`config.mk`:
```
export PLATFORM = sky130hd
export DESIGN_NAME = memory_arbiter_flat
export DESIGN_NICKNAME = d
export VERILOG_FILES = /design/src/rtl/memory_arbiter_if.sv /design/src/rtl/memory_arbiter.sv /design/src/flat_wrapper.sv
export SDC_FILE = /design/constraint.sdc
export NUM_CORES = 1
export LEC_CHECK = 0
export BUFFER_PORTS_ARGS = -buffer_cell sky130_fd_sc_hd__buf_4
export CAP_MARGIN = 10
export CORE_AREA = 2 2 194 196
export DETAILED_ROUTE_END_ITERATION = 12
export DIE_AREA = 0 0 196 198
export PLACE_DENSITY = 0.42
export SYNTH_ARGS = -nofsm -noshare
export SYNTH_HDL_FRONTEND = slang
export SYNTH_SLANG_ARGS = --single-unit
```
`constraint.sdc`:
```
create_clock -name clock -period 3.4 [get_ports clock]
set_clock_uncertainty 0.2 [all_clocks]
set_input_delay 0.68 -clock clock [delete_from_list [all_inputs] [get_ports clock]]
set_output_delay 0.68 -clock clock [all_outputs]
set_load 0.02 [all_outputs]
```
`src/rtl/memory_arbiter_if.sv`:
```
// Memory slave handshake bundle shared by the arbiter (master side) and the memory (slave side).
interface MemoryInterface #(
  parameter int ADDRESS_WIDTH = 32,
  parameter int DATA_WIDTH    = 32
);
  logic [ADDRESS_WIDTH-1:0] address;
  logic [DATA_WIDTH-1:0]    dataOut;
  logic [DATA_WIDTH-1:0]    dataIn;
  logic                     readEnabled;
  logic                     writeEnabled;
  logic                     functionComplete;

  modport master (
    output address,
    output dataOut,
    output readEnabled,
    output writeEnabled,
    input  dataIn,
    input  functionComplete
  );

  modport slave (
    input  address,
    input  dataOut,
    input  readEnabled,
    input  writeEnabled,
    output dataIn,
    output functionComplete
  );
endinterface

```
`src/rtl/memory_arbiter.sv`:
```
// Round-robin arbiter sharing one memory slave among NUMBER_OF_MASTERS requesters,
// one outstanding transaction at a time, fairness rotating after each finished or abandoned access.
module memory_arbiter #(
  parameter int ADDRESS_WIDTH     = 32,
  parameter int DATA_WIDTH        = 32,
  parameter int NUMBER_OF_MASTERS = 4
) (
  input  logic                                      clock,
  input  logic                                      reset,
  input  logic [NUMBER_OF_MASTERS*ADDRESS_WIDTH-1:0] masterAddress,
  input  logic [NUMBER_OF_MASTERS*DATA_WIDTH-1:0]    masterDataOut,
  input  logic [NUMBER_OF_MASTERS-1:0]               masterReadEnabled,
  input  logic [NUMBER_OF_MASTERS-1:0]               masterWriteEnabled,
  output logic [NUMBER_OF_MASTERS*DATA_WIDTH-1:0]    masterDataIn,
  output logic [NUMBER_OF_MASTERS-1:0]               masterFunctionComplete,
  MemoryInterface.master                             memoryInterface,
  output logic [NUMBER_OF_MASTERS-1:0]               grant,
  output logic                                       busy
);

  localparam int NM    = NUMBER_OF_MASTERS;
  localparam int IDX_W = $clog2(NM);
  localparam logic [IDX_W-1:0] LAST_IDX = IDX_W'(NM - 1);

  typedef enum logic [1:0] {
    ST_IDLE   = 2'd0,
    ST_ACCESS = 2'd1,
    ST_FINISH = 2'd2
  } state_t;

  state_t           state_q, state_d;
  logic [IDX_W-1:0] grant_index_q, grant_index_d;
  logic [IDX_W-1:0] pointer_q, pointer_d;

  logic [NM-1:0]    request_s;
  logic             granted_req_s;
  logic [IDX_W-1:0] scan_idx_s;
  logic [IDX_W-1:0] pick_idx_s;
  logic             pick_found_s;

  function automatic logic [IDX_W-1:0] next_index(input logic [IDX_W-1:0] idx);
    logic [IDX_W-1:0] nxt;
    nxt = (idx == LAST_IDX) ? {IDX_W{1'b0}} : idx + IDX_W'(1);
    return nxt;
  endfunction

  assign request_s     = masterReadEnabled | masterWriteEnabled;
  assign granted_req_s = request_s[grant_index_q];

  // Round-robin pick: first requester found scanning upward from the pointer, wrapping.
  always_comb begin
    scan_idx_s   = pointer_q;
    pick_idx_s   = pointer_q;
    pick_found_s = 1'b0;
    for (int off = 0; off < NM; off++) begin
      pick_idx_s   = (!pick_found_s && request_s[scan_idx_s]) ? scan_idx_s : pick_idx_s;
      pick_found_s = pick_found_s | request_s[scan_idx_s];
      scan_idx_s   = next_index(scan_idx_s);
    end
  end

  // Next-state logic for the access FSM, grant index and fairness pointer.
  always_comb begin
    state_d       = state_q;
    grant_index_d = grant_index_q;
    pointer_d     = pointer_q;
    case (state_q)
      ST_IDLE: begin
        if (pick_found_s) begin
          grant_index_d = pick_idx_s;
          state_d       = ST_ACCESS;
        end else begin
          state_d       = ST_IDLE;
        end
      end
      ST_ACCESS: begin
        if (memoryInterface.functionComplete) begin
          state_d = ST_FINISH;
        end else if (!granted_req_s) begin
          // Master gave up before completion: release the slave and rotate.
          state_d   = ST_IDLE;
          pointer_d = next_index(grant_index_q);
        end else begin
          state_d = ST_ACCESS;
        end
      end
      ST_FINISH: begin
        if (!granted_req_s && !memoryInterface.functionComplete) begin
          state_d   = ST_IDLE;
          pointer_d = next_index(grant_index_q);
        end else begin
          state_d = ST_FINISH;
        end
      end
      default: begin
        state_d = ST_IDLE;
      end
    endcase
  end

  // State registers with synchronous reset.
  always_ff @(posedge clock) begin
    if (reset) begin
      state_q       <= ST_IDLE;
      grant_index_q <= {IDX_W{1'b0}};
      pointer_q     <= {IDX_W{1'b0}};
    end else begin
      state_q       <= state_d;
      grant_index_q <= grant_index_d;
      pointer_q     <= pointer_d;
    end
  end

  // Combinational forwarding between the granted master and the memory.
  always_comb begin
    masterDataIn           = {(NM*DATA_WIDTH){1'b0}};
    masterFunctionComplete = {NM{1'b0}};
    if (state_q != ST_IDLE) begin
      memoryInterface.address      = masterAddress[grant_index_q*ADDRESS_WIDTH +: ADDRESS_WIDTH];
      memoryInterface.dataOut      = masterDataOut[grant_index_q*DATA_WIDTH +: DATA_WIDTH];
      memoryInterface.readEnabled  = masterReadEnabled[grant_index_q];
      memoryInterface.writeEnabled = masterWriteEnabled[grant_index_q];
      masterFunctionComplete[grant_index_q]                   = memoryInterface.functionComplete;
      masterDataIn[grant_index_q*DATA_WIDTH +: DATA_WIDTH]    = memoryInterface.dataIn;
    end else begin
      memoryInterface.address      = {ADDRESS_WIDTH{1'b0}};
      memoryInterface.dataOut      = {DATA_WIDTH{1'b0}};
      memoryInterface.readEnabled  = 1'b0;
      memoryInterface.writeEnabled = 1'b0;
    end
  end

  // Ownership status decoded purely from registered state.
  always_comb begin
    grant = {NM{1'b0}};
    busy  = (state_q != ST_IDLE);
    if (state_q != ST_IDLE) begin
      grant[grant_index_q] = 1'b1;
    end else begin
      grant = {NM{1'b0}};
    end
  end

endmodule
```
`src/flat_wrapper.sv`:
```
// flat-port wrapper written by rule: the top's interface ports become plain ports
module memory_arbiter_flat 
#(
  parameter int ADDRESS_WIDTH     = 32,
  parameter int DATA_WIDTH        = 32,
  parameter int NUMBER_OF_MASTERS = 4
)
  (clock, reset, masterAddress, masterDataOut, masterReadEnabled, masterWriteEnabled, masterDataIn, masterFunctionComplete, grant, busy, memoryInterface_address, memoryInterface_dataOut, memoryInterface_readEnabled, memoryInterface_writeEnabled, memoryInterface_dataIn, memoryInterface_functionComplete);
  MemoryInterface #(.ADDRESS_WIDTH(ADDRESS_WIDTH), .DATA_WIDTH(DATA_WIDTH)) memoryInterface_i ();
  input  logic clock;
  input  logic reset;
  input  logic [NUMBER_OF_MASTERS*ADDRESS_WIDTH-1:0] masterAddress;
  input  logic [NUMBER_OF_MASTERS*DATA_WIDTH-1:0] masterDataOut;
  input  logic [NUMBER_OF_MASTERS-1:0] masterReadEnabled;
  input  logic [NUMBER_OF_MASTERS-1:0] masterWriteEnabled;
  output logic [NUMBER_OF_MASTERS*DATA_WIDTH-1:0] masterDataIn;
  output logic [NUMBER_OF_MASTERS-1:0] masterFunctionComplete;
  output logic [NUMBER_OF_MASTERS-1:0] grant;
  output logic busy;
  output wire logic [$bits(memoryInterface_i.address)-1:0] memoryInterface_address;
  output wire logic [$bits(memoryInterface_i.dataOut)-1:0] memoryInterface_dataOut;
  output wire logic [$bits(memoryInterface_i.readEnabled)-1:0] memoryInterface_readEnabled;
  output wire logic [$bits(memoryInterface_i.writeEnabled)-1:0] memoryInterface_writeEnabled;
  input wire logic [$bits(memoryInterface_i.dataIn)-1:0] memoryInterface_dataIn;
  input wire logic [$bits(memoryInterface_i.functionComplete)-1:0] memoryInterface_functionComplete;
  assign memoryInterface_address = memoryInterface_i.address;
  assign memoryInterface_dataOut = memoryInterface_i.dataOut;
  assign memoryInterface_readEnabled = memoryInterface_i.readEnabled;
  assign memoryInterface_writeEnabled = memoryInterface_i.writeEnabled;
  assign memoryInterface_i.dataIn = memoryInterface_dataIn;
  assign memoryInterface_i.functionComplete = memoryInterface_functionComplete;
  memory_arbiter #(.ADDRESS_WIDTH(ADDRESS_WIDTH), .DATA_WIDTH(DATA_WIDTH), .NUMBER_OF_MASTERS(NUMBER_OF_MASTERS)) u_core (.clock(clock), .reset(reset), .masterAddress(masterAddress), .masterDataOut(masterDataOut), .masterReadEnabled(masterReadEnabled), .masterWriteEnabled(masterWriteEnabled), .masterDataIn(masterDataIn), .masterFunctionComplete(masterFunctionComplete), .memoryInterface(memoryInterface_i), .grant(grant), .busy(busy));
endmodule
```
Yosys cells after proc, flatten, opt, wreduce, memory -nomap -nowiden --
Index checks and enable logic that the tools add are counted.
Storage, ports and cells: input port bits 299, logic and storage cells 87, output and inout bits 203, register bits 6
Operators by class: reductions and logical operators 15, $add $sub $neg 5, mux-type cells 39, equality and inequality tests 9, bitwise operators 6, shifts and indexed selects 4, $lt $le $gt $ge 6
Operators with widths (count):
- variable part select 128 x 8 -> 32 bit | 2
- AND 128 bit | 1
- 2-to-1 mux 128 bit | 1
- variable shift 32 x 34 -> 128 bit (first input constant) | 1
- variable part select 32 x 34 -> 128 bit | 1
- 2-to-1 mux 32 bit | 2
- negator 7 -> 34 bit | 1
- 2-to-1 mux 2 bit | 12
- less-than comparator 2 x 3 -> 1 bit (second input constant) | 5
- binary-select mux 1 bit (select 2 bit) | 7
- 2-to-1 mux 1 bit | 12
- equality test 2 bit (second input constant) | 5
- adder 2 x 1 -> 2 bit (second input constant) | 4
- 2-to-1 mux 4 bit | 2
- one-hot mux 2 bit (3 select lines) | 1
- logical AND 1 bit | 5
- logical NOT 1 bit | 5
- AND 4 bit | 1
- != test 2 bit (second input constant) | 2
- bitwise OR 4 bit | 1
- one-hot mux 2 bit (2 select lines) | 1
- AND reduction 4 bit | 1
- nonzero test 2 bit | 2
- bitwise OR 1 bit | 3
- 6 further kinds | 6

Depth between registers and ports, before layout --
depth after elaboration 11, gate-level depth with buffers 9, depth with buffers taken out 7

Least setup slack after synthesis --
No wires, ideal clock.
path kind reg-to-output, from reg u_core.grant_index_q[1], to out masterDataIn[100], data arrival time 2435 ps, path buffers 4, data required time 2520 ps, path slack 85 ps, stages on the path, launching flop included 9, cells stage by stage dfxtp_1 > clkbuf_1 > clkbuf_1 > buf_2 > inv_1 > ha_1 > nor4b_2 > clkbuf_1 > and2_1
Between the ends: word-level cells in the longest chain between the ends 4, elaborated cells between the ends (all ways) 5, those cells by class add/sub: 1; shift: 2; mux: 1; bitwise: 1
Ends and longest elaborated chain:
- start, declared | RTL line memory_arbiter.sv:32 | logic [IDX_W-1:0] grant_index_q, grant_index_d;
- start signal, assigned | RTL line memory_arbiter.sv:105 | grant_index_q <= {IDX_W{1'b0}};
- start signal, assigned | RTL line memory_arbiter.sv:109 | grant_index_q <= grant_index_d;
- negator 7 -> 34 bit (*) | RTL line memory_arbiter.sv:124 | masterDataIn[grant_index_q*DATA_WIDTH +: DATA_WIDTH] = memoryInterface.dataIn;
- variable part select 32 x 34 -> 128 bit / variable shift 32 x 34 -> 128 bit (equally long branches) | RTL line memory_arbiter.sv:124
- AND 128 bit (no source line) (*)
- 2-to-1 mux 128 bit (*) | RTL line memory_arbiter.sv:118 | if (state_q != ST_IDLE) begin
- end, declared | RTL line flat_wrapper.sv:16 | output logic [NUMBER_OF_MASTERS*DATA_WIDTH-1:0] masterDataIn;
Mark *: on every way between the ends. The rest lies on a longest branch, timed or not.

Worst setup path after layout --
from reg u_core.grant_index_q[0], to out masterDataIn[57]
The elaborated chain is that of the path after synthesis.

==> flow_metrics.py <==
metrics = {
    "routing": {
        "drc": 0,
        "via_per_inst": 3.758,
        "totalWireLength_um": 23480,
        "initialDrtViolationCount": 179,
        "first_pass_iters": 4,
        "num_vias": 5013,
        "routedWlPerCell_um": 17.60,
        "drtAntennaViolNets": 0,
    },
    "synthesis": {
        "synth_cell_types": 37,
        "synth_async_sr_flop_share_pct": 0,
        "synth.top_cells.by_area": "mux4_2, and2_1, dfxtp_1, ha_1, clkbuf_1",
        "yosysSeqAreaShare_pct": 3.379,
        "synth_flop_cell": "dfxtp_1",
        "ys_ff_latch": 6,
        "synth_cells": 380,
        "yosysTopAreaCell": "mux4_2",
        "synth_fp_nets": 686,
        "yosys.area.top_type_share_pct": 43.08,
        "yosys_warnings": 0,
        "synth-edff-count": 0,
        "avgSynthCellArea_um2": 9.354,
        "syn_area_mm2": 0.003555,
    },
    "setup_path": {
        "required_ps": 2520,
        "slowest_delay_ps": 400,
        "crit_family": "simple AND/OR/NAND/NOR gates",
        "crit_slowest_cell": "dfxtp_4",
        "crit_path_frequent_cell": "buf_4",
        "cp-start-kind": "flop",
        "cp.depth": 7,
        "crit_chain": "inv_2 > ha_1 > nand2b_1 > and4bb_2 > buf_4 > and2_1 > buf_4",
        "arrival_ps": 2110,
        "critPathKind": "flop to output port",
        "reg2reg_to": "u_core.grant_index_q[0]",
        "rr_worst_depth": 7,
        "end_kind": "output port",
        "r2r_start": "u_core.pointer_q[1]",
        "r2r_slack_ps": 1040,
        "path_buf_inv": 3,
        "worstPathMaxFanout": 32,
    },
    "floorplanning": {
        "start_util_pct": 9.619,
        "die_w_um": 196,
        "floorplan.die_area_mm2": 0.03881,
        "fp.dieH_um": 198,
        "io_pins": 502,
        "rows": 71,
        "core_mm2": 0.03696,
    },
    "global_routing": {
        "grt_max_degree": 71,
        "grt_remaining_overflow": 0,
        "grt_usage_pct": 11.02,
        "grt_pass1_wl_um": 32350,
        "antenna_found_initial": 3,
        "grt_pass1_vias": 5073,
    },
    "sta": {
        "setup_violations": 0,
        "hold_viol": 0,
        "tns_ps": 0,
        "max_freq_ghz": 0.3344,
        "fin_crit_ps": 2991,
        "worstMarginPinSlew_ps": 621.0,
        "period_share_pct": 87.96,
        "slew_headroom_pct": 58.60,
        "rsz0062_at_grt": "no",
        "whs_ps": 359.6,
        "final_max_slew_viol_count": 0,
    },
    "clock_network": {
        "clk_pin_slew_ps": 40,
        "insertion_delay_ps": 230,
        "cts_resized": 0,
        "cts_buffers": 3,
        "h-tree-depth": 1,
        "post_cts_buffers": 0,
        "cts_tree": "yes",
        "cts_sinks": 6,
        "clk_path_buf_depth": 2,
        "cts_hold_buf": 0,
        "cts_root_buffer": "clkbuf_16",
    },
    "power": {
        "power.density_mw_per_mm2": 232.7,
        "leakage_nw": 3.818,
        "ir_worst_vdd_mv": 0.1379,
    },
    "layout": {
        "design_area_mm2": 0.007943,
        "final_layout_size_suffix_gt1_share_pct": 69.31,
        "nets": 1164,
        "areaGrowthSynthToFinish_pct": 123.4,
        "final_util_pct": 21.49,
    },
    "outcome": {
        "status": "finished, final reports clean",
    },
    "place": {
        "dpl_cell_area_mm2": 0.007856,
        "gp_congestion": 0.8198,
        "numPortBuffers": 501,
        "dp_hpwl_um": 20160,
    },
    "worst_hold_path": {
        "worstHoldPathType": "flop to flop",
        "hold_end": "u_core.state_q[0]",
        "min_from": "u_core.state_q[1]",
        "whs_path_depth": 1,
    },
    "flow_run": {
        "drv_cap": 0,
    },
}
-- final cells by class --
| cell class | instances | area (µm²) |
|---|---|---|
| well taps | 474 | 593.1 |
| flip-flops and latches | 6 | 127.6 |
| multi-input cells | 333 | 3271 |
| clock buffers | 4 | 78.83 |
| diodes | 3 | 7.507 |
| fillers | 4082 | 29010 |
| repair buffers | 509 | 3846 |
| inverters | 5 | 18.77 |
-- synthesized netlist by cell type, drive strengths merged, types with 2 or more instances --
cell type	n
dfxtp	6
and3	7
ha	7
nor3	2
mux2	2
a21oi	4
mux2i	2
nand3b	2
nand2	2
nor4	2
nand2b	3
or2	3
buf	13
o21ai	2
inv	5
nor2	13
mux4	68
maj3	2
a211oi	3
and2	198
clkbuf	23
-- cells in the final DEF, fill, tap and decap left out, drive strengths merged, types with 3 or more instances in the layout --
cell type,instances
a211oi,3
a21oi,4
and2,198
and3,7
buf,509
clkbuf,4
dfxtp,6
diode,3
ha,7
inv,5
mux4,68
nand2b,3
nor2,13
or2,3
-- worst max path at each step --
stage / endpoint / start / slack, ps
floorplan: masterDataIn[100] / u_core.grant_index_q[1] / 90
global placement: masterDataIn[85] / u_core.grant_index_q[1] / 590
detailed placement: memoryInterface_address[6] / u_core.grant_index_q[0] / 600
CTS: masterDataIn[85] / u_core.grant_index_q[1] / 360
global route: masterDataIn[83] / u_core.grant_index_q[1] / 260
finish: masterDataIn[57] / u_core.grant_index_q[0] / 410
-- per-stage QoR --
step / total power, mW / instances / worst slack (ps)
2_1_floorplan: 0.9063 / 380 / 85.01
3_3_place_gp: 1.679 / 1327 / 593.1
3_5_place_dp: 1.680 / 1327 / 602.6
4_1_cts: 1.884 / 1331 / 362.1
5_1_grt: 1.965 / 1334 / 256.8
6_report: 1.848 / 1334 / 409.2
-- kinds of logic (layout without fill, tap and decap cells) --
group           after synthesis  count (layout)  share of synthesized area [%]
simple gates                238             238                          41.50
mux                          72              72                          44.28
buf+inv                      41             518                          4.857
compound gates               13              13                          2.675
fa+ha+maj                     9               9                          3.062
flops                         6               6                          3.379
xor+xnor                      1               1                         0.2464
other cells                   0               3                              0
-- power by group --
group	total [mW]	internal, mW	leakage, nW	switching [mW]
Combinational	1.56	0.805	3.73	0.751
Clock	0.200	0.156	0.0382	0.0439
Sequential	0.0920	0.0791	0.0506	0.0130
Total	1.85	1.04	3.82	0.808
-- layer usage --
metal  GRT usage (%)  vias to the layer above  share of wire, %
li1                -                     2322                 -
met5               0                        -                 0
met1           12.98                     2390                39
met4           2.778                        0               2.0
met3           2.640                       16               8.9
met2           20.03                      285                50
-- registers in the layout (all words and copies together), names as in the netlist --
register              count
u_core.grant_index_q      2
u_core.pointer_q          2
u_core.state_q            2
Power figures use the tool's default switching activity.
